### src/rtl/flash_pkg.sv
// Shared types and address helpers for the flash frame reader.
package flash_pkg;

  typedef enum logic [1:0] {S_IDLE, S_WAIT, S_CAP, S_OUT} state_t;

  // Address sums are formed this many bits wider than the bus, then truncated.
  localparam int ADDR_GUARD = 2;

  function automatic int win_size(int x0, int x1, int y0, int y1);
    return (x1 - x0) * (y1 - y0);
  endfunction

endpackage

### src/rtl/flash_addr_gen.sv
// Combinational flash byte address for the current (col,row), picking the
// background image or an overlay image inside the window.
module flash_addr_gen
  import flash_pkg::*;
#(
  parameter int H_BYTES   = 1280,
  parameter int V_LINES   = 480,
  parameter int ADDR_W    = 22,
  parameter int NUM_MODES = 4,
  parameter int WIN_X0    = 160,
  parameter int WIN_X1    = 480,
  parameter int WIN_Y0    = 160,
  parameter int WIN_Y1    = 320,
  parameter logic [ADDR_W-1:0] ALT_BASE = 22'h200000,
  parameter int CW        = 11,
  parameter int RW        = 9
) (
  input  logic [CW-1:0]     i_col,
  input  logic [RW-1:0]     i_row,
  input  logic [3:0]        i_mode,
  input  logic              i_alt,
  output logic [ADDR_W-1:0] o_addr
);

  localparam int EW    = ADDR_W + ADDR_GUARD;
  localparam int WSIZE = win_size(WIN_X0, WIN_X1, WIN_Y0, WIN_Y1);

  logic          in_win;
  logic          use_ovl;
  logic [EW-1:0] base;
  logic [EW-1:0] full;
  logic [ADDR_GUARD-1:0] unused_hi;

  always_comb begin
    in_win  = (int'(i_col) >= WIN_X0) && (int'(i_col) < WIN_X1) &&
              (int'(i_row) >= WIN_Y0) && (int'(i_row) < WIN_Y1);
    use_ovl = (int'(i_mode) >= 1) && (int'(i_mode) <= NUM_MODES) && in_win;
    base    = i_alt ? EW'(ALT_BASE) : '0;
    if (use_ovl) begin
      full = base + EW'(H_BYTES * V_LINES)
           + EW'(int'(i_mode) - 1) * EW'(WSIZE)
           + (EW'(i_row) - EW'(WIN_Y0)) * EW'(WIN_X1 - WIN_X0)
           + EW'(i_col) - EW'(WIN_X0);
    end else begin
      full = base + EW'(i_row) * EW'(H_BYTES) + EW'(i_col);
    end
  end

  assign o_addr    = full[ADDR_W-1:0];
  assign unused_hi = full[EW-1:ADDR_W];

endmodule

### src/rtl/flash_frame_reader.sv
// Streams a frame out of parallel NOR flash as BPW-byte words with a
// valid/ready handshake, optionally overlaying a windowed image.
//   state  | meaning
//   S_IDLE | frame boundary; latch mode/alt/en, start when latched en is set
//   S_WAIT | address held for flash access time
//   S_CAP  | sample flash byte, advance column/row
//   S_OUT  | word presented until accepted
module flash_frame_reader
  import flash_pkg::*;
#(
  parameter int H_BYTES   = 1280,
  parameter int V_LINES   = 480,
  parameter int BPW       = 2,
  parameter int ADDR_W    = 22,
  parameter int WAIT_CYC  = 1,
  parameter int NUM_MODES = 4,
  parameter int WIN_X0    = 160,
  parameter int WIN_X1    = 480,
  parameter int WIN_Y0    = 160,
  parameter int WIN_Y1    = 320,
  parameter logic [ADDR_W-1:0] ALT_BASE = 22'h200000
) (
  input  logic              i_clk,
  input  logic              i_rst_n,
  input  logic              i_en,
  input  logic [3:0]        i_mode,
  input  logic              i_alt,
  input  logic [7:0]        i_fdata,
  output logic [ADDR_W-1:0] o_addr,
  output logic              o_ce_n,
  output logic              o_oe_n,
  output logic              o_we_n,
  output logic              o_rst_n,
  output logic              o_wp,
  output logic              o_valid,
  input  logic              i_ready,
  output logic [8*BPW-1:0]  o_data,
  output logic              o_sof,
  output logic              o_eol
);

  localparam int CW  = $clog2(H_BYTES + 1);
  localparam int RW  = $clog2(V_LINES + 1);
  localparam int BIW = (BPW > 1) ? $clog2(BPW) : 1;
  localparam logic [2:0] WLOAD = (WAIT_CYC > 0) ? 3'(WAIT_CYC - 1) : 3'd0;
  localparam state_t NXT_BYTE = (WAIT_CYC == 0) ? S_CAP : S_WAIT;

  state_t           state_q;
  logic [CW-1:0]    col_q, col_d;
  logic [RW-1:0]    row_q, row_d;
  logic [BIW-1:0]   byte_q;
  logic [2:0]       wait_q;
  logic [8*BPW-1:0] shift_q, shift_d, data_q;
  logic             valid_q, sof_q, eol_q, sof_pend_q, fend_q;
  logic [3:0]       mode_q;
  logic             alt_q, en_q;
  logic             line_end, frame_last, last_byte;

  always_comb begin
    line_end   = (col_q == CW'(H_BYTES - 1));
    frame_last = line_end && (row_q == RW'(V_LINES - 1));
    last_byte  = (byte_q == BIW'(BPW - 1));
    col_d      = line_end ? '0 : col_q + CW'(1);
    row_d      = frame_last ? '0 : (line_end ? row_q + RW'(1) : row_q);
    shift_d    = (shift_q << 8) | (8*BPW)'(i_fdata);
  end

  always_ff @(posedge i_clk or negedge i_rst_n) begin
    if (!i_rst_n) begin
      state_q    <= S_IDLE;
      col_q      <= '0;
      row_q      <= '0;
      byte_q     <= '0;
      wait_q     <= '0;
      shift_q    <= '0;
      data_q     <= '0;
      valid_q    <= 1'b0;
      sof_q      <= 1'b0;
      eol_q      <= 1'b0;
      sof_pend_q <= 1'b1;
      fend_q     <= 1'b0;
      mode_q     <= '0;
      alt_q      <= 1'b0;
      en_q       <= 1'b0;
    end else begin
      unique case (state_q)
        S_IDLE: begin
          col_q      <= '0;
          row_q      <= '0;
          byte_q     <= '0;
          sof_pend_q <= 1'b1;
          // Selections stay frozen once a frame is armed.
          if (en_q) begin
            state_q <= NXT_BYTE;
            wait_q  <= WLOAD;
          end else begin
            mode_q <= i_mode;
            alt_q  <= i_alt;
            en_q   <= i_en;
          end
        end
        S_WAIT: begin
          if (wait_q == 3'd0) state_q <= S_CAP;
          else                wait_q  <= wait_q - 3'd1;
        end
        S_CAP: begin
          shift_q <= shift_d;
          col_q   <= col_d;
          row_q   <= row_d;
          if (last_byte) begin
            byte_q  <= '0;
            data_q  <= shift_d;
            valid_q <= 1'b1;
            sof_q   <= sof_pend_q;
            eol_q   <= line_end;
            fend_q  <= frame_last;
            state_q <= S_OUT;
          end else begin
            byte_q  <= byte_q + BIW'(1);
            wait_q  <= WLOAD;
            state_q <= NXT_BYTE;
          end
        end
        S_OUT: begin
          if (i_ready) begin
            valid_q    <= 1'b0;
            sof_q      <= 1'b0;
            eol_q      <= 1'b0;
            sof_pend_q <= 1'b0;
            wait_q     <= WLOAD;
            if (fend_q) begin
              mode_q  <= i_mode;
              alt_q   <= i_alt;
              en_q    <= i_en;
              state_q <= S_IDLE;
            end else begin
              state_q <= NXT_BYTE;
            end
          end
        end
        default: state_q <= S_IDLE;
      endcase
    end
  end

  flash_addr_gen #(
    .H_BYTES(H_BYTES), .V_LINES(V_LINES), .ADDR_W(ADDR_W), .NUM_MODES(NUM_MODES),
    .WIN_X0(WIN_X0), .WIN_X1(WIN_X1), .WIN_Y0(WIN_Y0), .WIN_Y1(WIN_Y1),
    .ALT_BASE(ALT_BASE), .CW(CW), .RW(RW)
  ) u_addr_gen (
    .i_col  (col_q),
    .i_row  (row_q),
    .i_mode (mode_q),
    .i_alt  (alt_q),
    .o_addr (o_addr)
  );

  assign o_ce_n  = 1'b0;
  assign o_oe_n  = 1'b0;
  assign o_we_n  = 1'b1;
  assign o_rst_n = 1'b1;
  assign o_wp    = 1'b0;
  assign o_valid = valid_q;
  assign o_data  = data_q;
  assign o_sof   = sof_q;
  assign o_eol   = eol_q;

endmodule
### config.mk
export PLATFORM = sky130hd
export DESIGN_NAME = flash_frame_reader
export DESIGN_NICKNAME = d
export VERILOG_FILES = /design/src/rtl/flash_pkg.sv /design/src/rtl/flash_addr_gen.sv /design/src/rtl/flash_frame_reader.sv
export SDC_FILE = /design/constraint.sdc
export NUM_CORES = 1
export LEC_CHECK = 0
export ABC_AREA = 1
export ABC_CLOCK_PERIOD_IN_PS = 4950
export BUFFER_PORTS_ARGS = -buffer_cell sky130_fd_sc_hd__buf_2
export CAP_MARGIN = 20
export CORE_MARGIN = 2
export CORE_UTILIZATION = 55
export CTS_CLUSTER_SIZE = 25
export DETAILED_ROUTE_END_ITERATION = 8
export PLACE_DENSITY = 0.78
export SETUP_SLACK_MARGIN = 0.4
export SLEW_MARGIN = 10
export SYNTH_ARGS = -nofsm -noshare
export SYNTH_HDL_FRONTEND = slang
export SYNTH_SLANG_ARGS = --single-unit
### constraint.sdc
create_clock -name i_clk -period 4.95 [get_ports i_clk]
set_input_delay 0.2475 -clock i_clk [delete_from_list [all_inputs] [get_ports i_clk]]
set_output_delay 0.2475 -clock i_clk [all_outputs]
set_load 0.01 [all_outputs]
==> out/metrics.yaml, run 1 <==
status: "complete, but fails checks"
failed_checks: "negative setup slack"
slew_viol_final: 0
grt_max_degree: 62
first_iter_violations: 262
final-instance-count-excl-fill: 985
ant_nets: 0
multiInputGateArea_um2: 3979
synth-seq-cells: 61
cts_sinks: 61
synth_cells: 765
die_h_um: 106.3
reg2reg_depth: 9
gp_congestion: 0.8715
fp.dieW_um: 106.3
wl_per_cell_um: 14.76
drtPass1Iterations: 6
maxCapViolations: 0
syn_avg_cell_area_um2: 7.528
crit_path_start_kind: "register"
gr-usage-all-layers_pct: 26.28
yosys_warnings: 0
synth_cell_types: 51
hp-class: "input port to async pin"
drive_above_1_share_pct: 22.85
nNetsFinal: 952
ys_seq_area_share_pct: 26.53
finClkSkew_ps: 13.91
antenna_cells: 0
cp.arrival_ps: 4780
setup_violations: 1
area_delta_synth_final_pct: 19.62
crit_fanout: 5
period_needed_ps: 5024
ios: 63
grt_pass1_wl_um: 23810
gr-total-overflow: 0
crit_start: "mode_q[0]"
stdcell_area_um2: 6889
totalWireLength_um: 14540
clock-root-buffer: "clkbuf_8"
clock_path_buffers: 2
core-area_um2: 10230
die_area_um2: 11310
endpoint_kind: "output port"
finalHoldViolations: 0
setup_ws_ps: -73.82
vias: 5417
htree_num_levels: 3
clk_pin_slew_ps: 70
synthArstFlopShare_pct: 100.0
critPathKind: "register to output port"
max_freq_mhz: 199.1
slew_headroom_pct: 35.31
reg2reg_from: "col_q[9]"
initial_core_util_pct: 56.29
rsz0062_at_grt: "yes"
placed_area_um2: 6173
regArea_um2: 1530
worstMarginPinSlew_ps: 968.0
place_hpwl_um: 10810
port_buffers: 57
finish.utilization_pct: 67.34
fillCellCount: 856
grt_pass1_vias: 5150
dp.cells: 951
grt_antenna_before_repair: 0
clock_latency_ps: 360
cts_tree: "done"
crit_required_ps: 4700
drt-vias-per-instance: 5.499
cts_inserted_buffers: 9
synth_edf_count: 0
rows: 37
drcViolationCount: 0
setup_tns_ps: -73.82
ys.flop_type: "dfrtp_1"
finalCritPeriodShare_pct: 101.5
synthesis.area_um2: 5759
[layout make-up]
class / instances / area share, %
Timing Repair Buffer: 86 / 7.446
Tap cell: 136 / 2.470
Multi-Input combinational cell: 557 / 57.76
Inverter: 129 / 7.101
Clock inverter: 6 / 1.017
Sequential cell: 61 / 22.21
Clock buffer: 10 / 1.998
[critical path: stages (launching register included)]
cell and delay, ps:
dfrtp_1 410, inv_4 110, ha_4 180, xor2_4 200, ha_4 160, inv_2 30
fa_1 480, inv_1 50, fa_1 490, ha_4 310, inv_2 50, o31ai_2 260
xor2_1 180, ha_1 290, ha_4 240, nand2_2 70, nor2_1 50, nor3_1 220
o21ai_1 120, a21oi_2 160, inv_1 50, nand2_1 60, nand3_1 70, nand2_1 60
buf_2 120
[final timing paths]
check,end,slack (ps)
max in group asynchronous,row_q[3],4360
hold reg to reg,o_valid,480
min in group i_clk,alt_q,120
setup / recovery,o_addr[21],-70
setup reg to reg,row_q[8],2540
hold / removal,o_data[7],50
[repair_timing]
item,4_1_cts,5_1_grt
cloned,0,0
hold buffers,0,0
setup buffers,12,6
setup endpoints to repair,5,5
resized for setup,45,32
pin swaps,28,30
[stage by stage]
stage	hold WS [ps]	setup WS, ps
finish	46.72	-73.82
detailed placement	449.1	-23.12
floorplan	-48.09	404.5
global placement	445.2	168.8
global route	107.9	-253.4
CTS	60.02	81.99
[synthesized netlist by cell type (all sizes together), types with 2 or more instances]
cell	instances	area, µm²
mux2	9	101.4
conb	2	7.510
ha	84	1051
nor2	52	200.2
clkbuf	4	16.26
nor3	15	90.09
a211oi	2	15.01
fa	7	140.1
nor4	2	12.51
nand2	155	594.3
inv	129	486.7
a31oi	3	18.77
or2	5	31.28
a21boi	3	22.52
nor3b	3	22.52
a21oi	42	210.2
nand3	49	245.2
nand4	13	87.58
o21ai	56	299.0
xor2	27	236.5
dfrtp	60	1501
buf	17	131.4
nand3b	2	15.01
o31ai	3	22.52
xnor2	11	103.9
[metal layers]
metal / GRT usage [%] / part of all wire [%]
met5: 0 / 0
met4: 9.023 / 3.1
met3: 4.721 / 4.2
met2: 47.16 / 50
met1: 31.50 / 42
[placed cells by master (no fill, tap or decap), drive strengths merged]
cell type  synthesis  routed
o22ai              1       1
a21oi             42      42
xnor2             11      11
nand2            155     155
nand3b             2       2
o21ai             56      56
nor3b              3       3
ha                84      84
o21a               1       1
mux2               9       9
a32o               1       1
a211oi             2       2
a21boi             3       3
fa                 7       7
dfrtp             60      60
o2111ai            1       1
o211ai             1       1
or2                5       5
conb               2       5
clkbuf             4      10
nor4               2       2
dfstp              1       1
nand4             13      13
nor2              52      52
a21o               1       1
clkinv             0       1
and3               1       1
o31ai              3       3
nand3             49      49
inv              129     130
bufinv             0       1
buf               17      86
a31oi              3       3
xor2              27      27
nor3              15      15
clkinvlp           0       3
a221oi             1       1
a22oi              1       1
[state kept, by name, summed over array words and instances, names as in the netlist]
register / cells
en_q: 1
col_q: 11
sof_pend_q: 1
o_sof: 1
o_data: 16
wait_q: 3
shift_q: 8
byte_q: 1
mode_q: 4
o_valid: 1
o_eol: 1
fend_q: 1
state_q: 2
alt_q: 1
row_q: 9
[logic make-up after synthesis]
| logic type | Yosys count | share of synthesized area, % |
|---|---|---|
| and+or+nand+nor | 297 | 22.66 |
| AOI/OAI and AO/OA | 117 | 11.32 |
| DFF | 61 | 26.53 |
| xor gates and xnor gates | 38 | 5.909 |
| muxes | 9 | 1.760 |
| buffers and inverters | 150 | 11.01 |
| other | 2 | 0.1304 |
| adders and majority gates | 91 | 20.68 |
Power of run 1 is left out: the tool's default activity adds up to more than one toggle a clock period on the data nets, which glitch-free logic cannot reach.
==> run 2: changes to the inputs <==
--- a/config.mk
+++ b/config.mk
@@ -5,15 +5,15 @@
 export SDC_FILE = /design/constraint.sdc
 export NUM_CORES = 1
 export LEC_CHECK = 0
-export ABC_AREA = 1
 export ABC_CLOCK_PERIOD_IN_PS = 4950
 export BUFFER_PORTS_ARGS = -buffer_cell sky130_fd_sc_hd__buf_2
 export CAP_MARGIN = 20
 export CORE_MARGIN = 2
-export CORE_UTILIZATION = 55
+export CORE_UTILIZATION = 54
 export CTS_CLUSTER_SIZE = 25
 export DETAILED_ROUTE_END_ITERATION = 8
-export PLACE_DENSITY = 0.78
+export HOLD_SLACK_MARGIN = 0.1
+export PLACE_DENSITY = 0.77
 export SETUP_SLACK_MARGIN = 0.4
 export SLEW_MARGIN = 10
 export SYNTH_ARGS = -nofsm -noshare
==> run 2 against run 1 <==
  * The run now ends clean
  * Largest cell class unchanged
  * Register-to-register slack lost 170 ps
  * Clock-buffer cell count fell by 1
  * Global-route usage decreased by 1.1 points
==> out/metrics.yaml, run 2 <==
synth_top_area_share_pct: 26.92  # +0.85 points
critPathMaxStageDelay_ps: 420  # -70 ps
grt_antenna_before_repair: 0  # unchanged
cp.arrival_ps: 4630  # -150 ps
rsz0062_at_grt: "yes"
wl_per_cell_um: 17.04  # +15%
die_area_um2: 11160  # -1.3%
largest_register_ffs: 16  # unchanged
core-area_um2: 10180  # -0.45%
synth.top_cells.by_area: "dfrtp_1 (27%), ha_1 (19%), xnor2_1 (5.2%)"
grt_pass1_vias: 4908  # -4.7%
gp_congestion: 0.9067  # +4.0%
maxCapViolations: 0  # unchanged
drive_above_1_share_pct: 30.48  # +7.6 points
status: "finished clean"
drcViolationCount: 0  # unchanged
syn_avg_cell_area_um2: 8.770  # +16%
yosys_warnings: 0  # unchanged
endpoint_kind: "output port"
drt-vias-per-instance: 5.706  # +3.8%
final_common_cell: "nand2_1"
fp.dieW_um: 105.6  # -0.65%
htree_num_levels: 3  # unchanged
synth-seq-cells: 61  # unchanged
synth_cell_types: 67  # +31%
first_iter_violations: 273  # +4.2%
grt_max_degree: 62  # unchanged
yosys-top-cells-count: "ha_1 (84), nand2_1 (71), inv_1 (64)"
multiInputGateArea_um2: 4153  # +4.4%
setup_violations: 0  # -1
crit_fanout: 3  # -2
clock_latency_ps: 340  # -20 ps
clk_pin_slew_ps: 70  # about the same
preCtsSetupSlack_ps: 103.8  # +126.9 ps
ys.flop_type: "dfrtp_1"
ios: 63  # unchanged
gr-total-overflow: 0  # unchanged
fin_hold_ws_ps: 117.6  # +70.91 ps
crit_chain: "inv_2, ha_4, xor2_2, buf_4, buf_6, ha_4, ha_4, ha_4, ha_1, a21o_1, a21oi_4, nor2_2, a21oi_2, xnor2_1, ha_2, xnor2_2, xnor2_1, xnor2_1, xnor2_1, xor3_1, o21ai_1, buf_2"
critPathKind: "register to output port"
cp_slowest_cell: "dfrtp_1"
hp-class: "input port to register"
port_buffers: 57  # unchanged
finalCritPeriodShare_pct: 98.52  # -3.0 points
crit_required_ps: 4700  # about the same
grt_pass1_wl_um: 22920  # -3.7%
gr-usage-all-layers_pct: 25.19  # -1.1 points
fillCellCount: 789  # -7.8%
nNetsFinal: 829  # -13%
rows: 37  # unchanged
clock_path_buffers: 2  # unchanged
cts_sinks: 61  # unchanged
die_h_um: 105.6  # -0.65%
ant_nets: 0  # unchanged
cp.buffers_inverters: 4  # -2
worstMarginPinSlew_ps: 1011  # +42.89 ps
yosysMostFrequentCell: "ha_1"
crit_path_start_kind: "register"
clock-root-buffer: "clkbuf_8"
cts_tree: "done"
totalWireLength_um: 14670  # +0.91%
slew_headroom_pct: 32.61  # -2.7 points
vias: 4913  # -9.3%
setup_ws_ps: 73.14  # +147.0 ps
synth_cells: 636  # -17%
critPathTopFamily: "adder cells"
most-common-layout-cells: "nand2_1 (71), ha_1 (59), buf_2 (57)"
finClkSkew_ps: 9.843  # -4.072 ps
initial_core_util_pct: 54.77  # -1.5 points
cts_inserted_buffers: 9  # unchanged
finalHoldViolations: 0  # unchanged
place_hpwl_um: 9712  # -10%
antenna_cells: 0  # unchanged
synthesis.area_um2: 5578  # -3.2%
synthArstFlopShare_pct: 100.0  # unchanged
drtPass1Iterations: 6  # unchanged
period_needed_ps: 4877  # -147.0 ps
yosysTopAreaCell: "dfrtp_1"
synth_edf_count: 0  # unchanged
slew_viol_final: 0  # unchanged
regArea_um2: 1540  # +0.65%
max_freq_mhz: 205.1  # +3.0%
ys_seq_area_share_pct: 27.39  # +0.86 points
area_delta_synth_final_pct: 23.80
-- run 2: cell count changes in the layout (fill, tap and decap cells not counted), sizes merged, moves of 9 or more --
cell / delta
mux2: +10
xnor2: +22
or3: +9
nand3: -35
nand4: -10
nand2: -83
inv: -65
nor2: -27
nor2b: +14
-- run 2: worst register-to-register path: stages (launching register included) --
cell and delay, ps:
dfrtp_1 470, and4bb_1 370, nand4_4 170, a21oi_1 840, nand2_2 240, o41ai_1 380
-- run 2: metal layers --
| metal | up-vias | GRT usage [%] | wire (µm) |
|---|---|---|---|
| met5 | - | 0 | 0 |
| met4 | 0 | 11.84 | 525 |
| met3 | 49 | 4.082 | 698 |
| met2 | 188 | 43.27 | 7299 |
| met1 | 2326 | 30.87 | 6149 |
| li1 | 2350 | - | - |
-- run 2: timing repair --
item                                   in CTS  in global routing
hold buffers                                4                  0
pin swaps                                  28                 24
buffers inserted                           23                  7
setup endpoints to repair                   5                  6
endpoints found under the hold margin      62                  0
gates resized for setup                    58                 38
-- run 2: cell type report --
class | instances | area share, %
well taps | 136 | 2.464
flip-flops and latches | 61 | 22.30
inverters | 66 | 3.678
repair buffers | 96 | 8.679
multi-input cells | 487 | 60.14
clock inverters | 6 | 0.9422
clock buffers | 9 | 1.794
-- run 2: cells by family (layout without fill, tap and decap cells) --
kind of cell / after synthesis / after routing / synth area share, %
simple gates: 174 / 174 / 15.66
flops: 61 / 61 / 27.39
fa+ha+maj: 91 / 91 / 21.35
compound gates: 144 / 144 / 15.97
mux: 20 / 20 / 4.015
xor+xnor: 53 / 53 / 8.591
buf+inv: 91 / 177 / 6.886
other cells: 2 / 5 / 0.1346
-- run 2: path summary, 6_finish.rpt --
check                           slack, ps  cells after the start    endpoint        from
worst min-delay path                  120                      3  shift_q[3]  i_fdata[3]
worst max-delay path                   70                     22  o_addr[21]   mode_q[1]
worst min register to register        470                      2  shift_q[1]  shift_q[1]
max in group asynchronous            3780                      3    row_q[4]     i_rst_n
min in group asynchronous             620                      3   o_data[3]     i_rst_n
worst max register to register       2370                      5    row_q[8]    col_q[9]
-- run 2: metrics by stage --
stage	cells	TNS [ps]	utilization, %	instance area, µm²
after global routing	861	-104.7	67.80	6905
after global placement	812	0	58.49	5957
final	861	0	67.80	6905
after detailed placement	812	0	58.49	5957
after CTS	854	0	65.63	6684
after floorplan	639	0	-	5600
Power of run 2 is left out for the same reason.
